`src/rtl/ltc2315_sdo_emulator_if.sv`:
```
// ltc2315_sdo_emulator_if: serial pins between an ADC master and the emulator.
//   cs_n   : chip select from the master, low while a frame is active
//   sck    : serial clock from the master
//   sdo    : serial data returned to the master
//   sdo_oe : pad output enable for sdo (1 = drive)
interface ltc2315_sdo_emulator_if;
    logic cs_n;
    logic sck;
    logic sdo;
    logic sdo_oe;

    modport master (
        output cs_n,
        output sck,
        input  sdo,
        input  sdo_oe
    );

    modport slave (
        input  cs_n,
        input  sck,
        output sdo,
        output sdo_oe
    );
endinterface

```
`src/rtl/ltc2315_sdo_emulator.sv`:
```
// ltc2315_sdo_emulator: behaves like the SDO side of a 12-bit LTC2315 ADC.
// A frame opens on a cs_n fall, drives one leading zero followed by the
// 12-bit sample MSB-first (one bit per sck fall), then zeros. Closing the
// frame with at least 12 sck falls counts it as valid, otherwise as aborted.
//   clk         : system clock, all logic on its rising edge
//   reset       : synchronous active-high reset
//   spi         : cs_n/sck in, sdo/sdo_oe out (both inputs asynchronous to clk)
//   mode        : sample source, 00 constant, 01 ramp, 10 loaded, 11 constant
//   sample_in   : value for loaded mode
//   sample_wr   : one-cycle strobe writing sample_in into the load register
//   frame_done  : one-cycle pulse for a valid completed frame
//   frame_err   : one-cycle pulse for an aborted frame
//   frame_count : number of valid frames, wraps at 16 bits
module ltc2315_sdo_emulator #(
    parameter int unsigned SYNC_STAGES = 2,
    parameter logic [11:0] RAMP_STEP   = 12'd1,
    parameter logic [11:0] CONST_VAL   = 12'h800
) (
    input  logic                         clk,
    input  logic                         reset,
    ltc2315_sdo_emulator_if.slave        spi,
    input  logic [1:0]                   mode,
    input  logic [11:0]                  sample_in,
    input  logic                         sample_wr,
    output logic                         frame_done,
    output logic                         frame_err,
    output logic [15:0]                  frame_count
);

    localparam int unsigned SAMPLE_W = 12;
    localparam int unsigned CNT_W    = 4;
    localparam int unsigned COUNT_W  = 16;
    localparam int unsigned N_BITS   = 12;
    localparam int unsigned CNT_MAX  = 15;

    typedef enum logic [1:0] {
        IDLE  = 2'd0,
        SHIFT = 2'd1,
        TAIL  = 2'd2
    } state_t;

    // Synchronizers and edge-detect flops, reset to the idle (high) level
    logic [SYNC_STAGES-1:0] cs_sync;
    logic [SYNC_STAGES-1:0] sck_sync;
    logic                   cs_prev;
    logic                   sck_prev;

    logic cs_fall;
    logic cs_rise;
    logic sck_fall;

    state_t              state, state_d;
    logic [SAMPLE_W-1:0] shift_q, shift_d;
    logic [CNT_W-1:0]    fall_cnt, fall_cnt_d;
    logic [SAMPLE_W-1:0] ramp_q, ramp_d;
    logic [SAMPLE_W-1:0] load_q, load_d;
    logic [COUNT_W-1:0]  frame_count_d;
    logic                sdo_q, sdo_d;
    logic                sdo_oe_q, sdo_oe_d;
    logic                frame_done_d;
    logic                frame_err_d;
    logic [SAMPLE_W-1:0] frame_sample;

    always_ff @(posedge clk) begin
        if (reset) begin
            cs_sync  <= '1;
            sck_sync <= '1;
            cs_prev  <= 1'b1;
            sck_prev <= 1'b1;
        end else begin
            cs_sync  <= {cs_sync[SYNC_STAGES-2:0], spi.cs_n};
            sck_sync <= {sck_sync[SYNC_STAGES-2:0], spi.sck};
            cs_prev  <= cs_sync[SYNC_STAGES-1];
            sck_prev <= sck_sync[SYNC_STAGES-1];
        end
    end

    assign cs_fall  =  cs_prev  & ~cs_sync[SYNC_STAGES-1];
    assign cs_rise  = ~cs_prev  &  cs_sync[SYNC_STAGES-1];
    assign sck_fall =  sck_prev & ~sck_sync[SYNC_STAGES-1];

    // Sample source; load_d already carries sample_in on a coinciding write
    always_comb begin
        frame_sample = CONST_VAL;
        case (mode)
            2'b01:   frame_sample = ramp_q;
            2'b10:   frame_sample = load_d;
            default: frame_sample = CONST_VAL;
        endcase
    end

    // Next-state and datapath decode
    always_comb begin
        state_d       = state;
        shift_d       = shift_q;
        fall_cnt_d    = fall_cnt;
        ramp_d        = ramp_q;
        frame_count_d = frame_count;
        sdo_d         = sdo_q;
        sdo_oe_d      = sdo_oe_q;
        frame_done_d  = 1'b0;
        frame_err_d   = 1'b0;
        load_d        = sample_wr ? sample_in : load_q;

        case (state)
            IDLE: begin
                sdo_d    = 1'b0;
                sdo_oe_d = 1'b0;
                if (cs_fall) begin
                    shift_d    = frame_sample;
                    fall_cnt_d = '0;
                    sdo_oe_d   = 1'b1;
                    state_d    = SHIFT;
                end
            end
            SHIFT, TAIL: begin
                // cs rise wins over a simultaneous sck fall
                if (cs_rise) begin
                    state_d  = IDLE;
                    sdo_d    = 1'b0;
                    sdo_oe_d = 1'b0;
                    if (fall_cnt >= CNT_W'(N_BITS)) begin
                        frame_done_d  = 1'b1;
                        frame_count_d = frame_count + COUNT_W'(1);
                        ramp_d        = ramp_q + RAMP_STEP;
                    end else begin
                        frame_err_d = 1'b1;
                    end
                end else if (sck_fall) begin
                    if (fall_cnt != CNT_W'(CNT_MAX)) begin
                        fall_cnt_d = fall_cnt + CNT_W'(1);
                    end
                    if (state == SHIFT) begin
                        sdo_d   = shift_q[SAMPLE_W-1];
                        shift_d = {shift_q[SAMPLE_W-2:0], 1'b0};
                        if (fall_cnt == CNT_W'(N_BITS - 1)) begin
                            state_d = TAIL;
                        end
                    end else begin
                        sdo_d = 1'b0;
                    end
                end
            end
            default: begin
                state_d  = IDLE;
                sdo_d    = 1'b0;
                sdo_oe_d = 1'b0;
            end
        endcase
    end

    always_ff @(posedge clk) begin
        if (reset) begin
            state       <= IDLE;
            shift_q     <= '0;
            fall_cnt    <= '0;
            ramp_q      <= '0;
            load_q      <= '0;
            frame_count <= '0;
            sdo_q       <= 1'b0;
            sdo_oe_q    <= 1'b0;
            frame_done  <= 1'b0;
            frame_err   <= 1'b0;
        end else begin
            state       <= state_d;
            shift_q     <= shift_d;
            fall_cnt    <= fall_cnt_d;
            ramp_q      <= ramp_d;
            load_q      <= load_d;
            frame_count <= frame_count_d;
            sdo_q       <= sdo_d;
            sdo_oe_q    <= sdo_oe_d;
            frame_done  <= frame_done_d;
            frame_err   <= frame_err_d;
        end
    end

    assign spi.sdo    = sdo_q;
    assign spi.sdo_oe = sdo_oe_q;

endmodule

```
`src/flat_wrapper.sv`:
```
// flat-port wrapper written by rule: the top's interface ports become plain ports
module ltc2315_sdo_emulator_flat 
#(
    parameter int unsigned SYNC_STAGES = 2,
    parameter logic [11:0] RAMP_STEP   = 12'd1,
    parameter logic [11:0] CONST_VAL   = 12'h800
)
  (clk, reset, mode, sample_in, sample_wr, frame_done, frame_err, frame_count, spi_cs_n, spi_sck, spi_sdo, spi_sdo_oe);
  ltc2315_sdo_emulator_if spi_i ();
  input  logic clk;
  input  logic reset;
  input  logic [1:0] mode;
  input  logic [11:0] sample_in;
  input  logic sample_wr;
  output logic frame_done;
  output logic frame_err;
  output logic [15:0] frame_count;
  input wire logic [$bits(spi_i.cs_n)-1:0] spi_cs_n;
  input wire logic [$bits(spi_i.sck)-1:0] spi_sck;
  output wire logic [$bits(spi_i.sdo)-1:0] spi_sdo;
  output wire logic [$bits(spi_i.sdo_oe)-1:0] spi_sdo_oe;
  assign spi_i.cs_n = spi_cs_n;
  assign spi_i.sck = spi_sck;
  assign spi_sdo = spi_i.sdo;
  assign spi_sdo_oe = spi_i.sdo_oe;
  ltc2315_sdo_emulator #(.SYNC_STAGES(SYNC_STAGES), .RAMP_STEP(RAMP_STEP), .CONST_VAL(CONST_VAL)) u_core (.clk(clk), .reset(reset), .spi(spi_i), .mode(mode), .sample_in(sample_in), .sample_wr(sample_wr), .frame_done(frame_done), .frame_err(frame_err), .frame_count(frame_count));
endmodule
```
`config.mk`:
```
export PLATFORM = sky130hd
export DESIGN_NAME = ltc2315_sdo_emulator_flat
export DESIGN_NICKNAME = d
export VERILOG_FILES = /design/src/rtl/ltc2315_sdo_emulator_if.sv /design/src/rtl/ltc2315_sdo_emulator.sv /design/src/flat_wrapper.sv
export SDC_FILE = /design/constraint.sdc
export NUM_CORES = 1
export LEC_CHECK = 0
export BUFFER_PORTS_ARGS = -buffer_cell sky130_fd_sc_hd__buf_2
export CELL_PAD_IN_SITES_DETAIL_PLACEMENT = 1
export CELL_PAD_IN_SITES_GLOBAL_PLACEMENT = 1
export CORE_UTILIZATION = 44
export CTS_BUF_LIST = sky130_fd_sc_hd__clkbuf_4 sky130_fd_sc_hd__clkbuf_8 sky130_fd_sc_hd__clkbuf_16
export CTS_CLUSTER_SIZE = 24
export DETAILED_ROUTE_END_ITERATION = 6
export HOLD_SLACK_MARGIN = 0.08
export PLACE_DENSITY_LB_ADDON = 0.15
export SLEW_MARGIN = 20
export SYNTH_ARGS = -nofsm -noshare
export SYNTH_HDL_FRONTEND = slang
export SYNTH_SLANG_ARGS = --single-unit
```
`constraint.sdc`:
```
create_clock -name clk -period 2.7 [get_ports clk]
set_input_delay 0.27 -clock clk [delete_from_list [all_inputs] [get_ports clk]]
set_output_delay 0.27 -clock clk [all_outputs]
set_load 0.05 [all_outputs]
```
==> results.md <==
* Max Cap Viol at 0
* Clock Path Buffers at 2
* Post-CTS setup buffer count at 0
* Port Buf Inserts at 38
* Period utilisation layout at 85.69%
* Final Wtd Congestion at 0.7947
* Warnings, synthesis at 0
* EDFF count, synth at 0
* Area contributors post-synth: dfxtp_1, mux2_2, a21oi_1
* CTS Buf Count at 9
* Placed cells at 471
* Antenna cells at 0
* Clock Latency Late Sink at 340 ps
* Final Non-Filler Cells at 487
* Delay-heaviest family, CP: compound AO/OA/AOI/OAI gates
* CP required at 2950 ps
* Relative slew slack at 51.25%
* WS Path Type: reg2reg
* CP max stage cell: ha_1
* Dominant cell type by area after synthesis: dfxtp_1
* H-tree levels at 3
* Total track usage at 22.78%
* Starting Density at 46.34%
* Die area at 7660 sq um
* Hold Violations, Final at 0
* Fin crit period at 2314 ps
* Vias in the first global route at 2765
* Sink Count at 68
* Area delta synth->final at 14.31%
* Reg-to-Reg Start: u_core.state[0]
* Row count at 30
* Syn_nets at 380
* Mapped Avg Cell Area at 9.142 sq um
* Post-route DRC violation count at 0
* DRT Wirelength at 7.937 mm
* RSZ-0062 raised after global routing: false
* First-pass GRT wire length at 13.46 mm
* Fraction of registers with async set/reset at 0%
* Synth Register Bits at 68
* Total Nets Final at 414
* Final max-slew violation count at 0
* Hold Path Stages at 2
* Hold buffers post-CTS at 0
* Sequential area share after synthesis at 42.30%
* Post-cts sizing count at 0
* Overflow after GRT at 0
* Die width at 87.52 um
* Yosys cell types at 47
* Avg WL per Cell at 16.30 um
* Hold EP: u_core.sck_sync[0]
* CP Launch Type: register
* Least-Margin Pin Slew at 730.4 ps
* Layout fillers at 838
* Die Y-Extent at 87.52 um
* Synth top area share at 42.30%
* Post-Syn Instances at 352
* Crit end category: register
* Critical path buffers and inverters at 3
* Root Buffer: clkbuf_8
* Power per standard cell area at 566.1 nW/um^2
* Clock Pin Slew Worst Setup and Hold Paths at 70 ps
* Lkg Pwr at 1.494 nW
* Router iterations before antenna repair at 4
* TritonCTS clock tree: built
* Register-to-Register Path Depth at 7
* Hold Crit Class: in2reg
* Status: completed
* Largest net degree at the start of global routing at 53
* Top_reg_cell synth: dfxtp_1
* Core ar. at 6944 sq um
* Post-DRT Antenna Nets at 0
* Setup TNS at 0 ps
* Dpl cell area at 3486 sq um
* Fmax at 432.2 MHz
* Hpwl dp at 5.541 mm
* Peak VDD IR at 0.2417 mV
* Clk_skew at 12.26 ps
* Via count at 2751
* Final Setup Violations at 0
* DR iter-0 viols at 92
* Crit path arrival time at 2560 ps
* Critical Path Fanout Max at 26
* CP max stage delay at 470 ps
* Hold path startpoint: spi_sck
* Share of cells above drive strength 1 at 21.48%
* Final Cell Area at 3679 sq um
* CP cell instances: inv_1 -> ha_1 -> buf_4 -> a221oi_2 -> buf_4 -> a21oi_1 -> a211oi_1
* Top cell by count, worst path: buf_4
* Boundary Pins at 39
* Antenna violations before repair at 0
* Synthesized cell area at 3218 sq um
* Setup slack, reg-to-reg at 390 ps
* Routed vias/inst at 5.649
* Final setup margin at 386.2 ps
* Crit Reg-Reg Endpoint: u_core.shift_q[1]
* Placement Setup Slack at 412.2 ps
-- report_power, final --
part	switching [mW]	internal (mW)	leakage, nW
sequential	0.0176	1.04	0.553
combinational	0.121	0.0860	0.837
clock	0.380	0.440	0.104
total	0.519	1.56	1.49
-- Yosys cell counts (all sizes together), types with 2 or more instances --
cell    number
a211o        2
a211oi      11
a21boi       2
a21o         2
a21oi       23
a22o        11
a22oi       10
and2        12
and3         5
and4         2
buf          6
clkbuf      16
dfxtp       68
ha           9
inv          9
mux2        13
mux2i        3
nand2       17
nand2b       4
nand3       20
nand3b       2
nand4       10
nor2        22
nor2b        4
nor3         9
nor4         2
o211a        2
o211ai       4
o21ai        6
o31ai        5
or2          9
or4          8
xnor2        7
xor2         8
-- routing by layer --
| metal | GRT usage [%] | vias to the layer above | part of all wire, % |
|---|---|---|---|
| li1 | - | 1356 | - |
| met1 | 30.58 | 1354 | 48 |
| met2 | 37.07 | 33 | 48 |
| met3 | 3.602 | 8 | 2.5 |
| met4 | 8.197 | 0 | 1.3 |
| met5 | 0 | - | 0 |
-- final cells by class --
cell class | count | area, sq um | area share, %
clock buffer | 15 | 187.7 | 5.102
clock inverter | 1 | 5.005 | 0.1361
inverter | 9 | 33.78 | 0.9184
multi-input combinational | 253 | 1728 | 46.97
sequential | 68 | 1361 | 37.01
tap | 96 | 120.1 | 3.265
timing repair buffer | 45 | 242.7 | 6.599
-- placed cells by master (no fill, tap or decap), types with 8 or more instances in the layout --
cell,synthesis,routed
and2_1,12,12
mux2_2,13,13
inv_1,9,9
a211oi_1,11,11
nand3_1,20,20
dfxtp_1,68,68
nor2_1,22,22
buf_2,4,38
xor2_1,8,8
a22o_1,11,11
nand2_1,17,17
clkbuf_8,0,12
or4_1,8,8
nor3_1,9,9
ha_1,9,9
nand4_1,10,10
a22oi_1,10,10
a21oi_1,23,23
-- stage by stage --
stage	power (mW)	util [%]	hold slack [ps]
after floorplan	1.222	-	373.8
after global placement	1.278	50.20	393.0
after detailed placement	1.285	50.20	405.6
after CTS	2.104	52.97	107.7
after global routing	2.175	52.97	109.1
final	2.083	52.97	121.8
-- flip-flops by register name (all words and copies together), names as in the netlist, 2 cells and up --
signal,flops
u_core.frame_count,16
u_core.fall_cnt,4
u_core.cs_sync,2
u_core.sck_sync,2
u_core.state,2
u_core.shift_q,12
u_core.load_q,12
u_core.ramp_q,12
-- worst max path at each step --
stage / from / endpoint / slack (ps) / depth (start not counted)
after floorplan: u_core.frame_count[0] / u_core.frame_count[12] / 530 / 6
after global placement: u_core.state[0] / u_core.state[0] / 500 / 6
after detailed placement: u_core.state[1] / u_core.frame_count[12] / 410 / 6
after CTS: u_core.state[1] / u_core.frame_count[12] / 380 / 6
after global routing: u_core.state[0] / u_core.shift_q[6] / 160 / 7
final: u_core.state[0] / u_core.shift_q[1] / 390 / 7
-- worst reg2reg max path: stages, from the launching register on --
cell      delay [ps]
dfxtp_1          360
inv_1             80
ha_1             470
buf_4            300
a221oi_2         450
buf_4            260
a21oi_1           80
a211oi_1         230
-- logic make-up (layout without fill, tap and decap cells) --
family	Yosys count	after routing	synth area share (%)
AND/OR/NAND/NOR	131	131	22.74
buffers and inverters	31	70	4.005
multiplexers	16	16	5.482
XOR/XNOR	15	15	4.083
flip-flops	68	68	42.30
AO/OA/AOI/OAI	82	82	17.88
adder cells (fa/ha/maj)	9	9	3.499
Note: power is estimated with default switching activity, not from simulation.
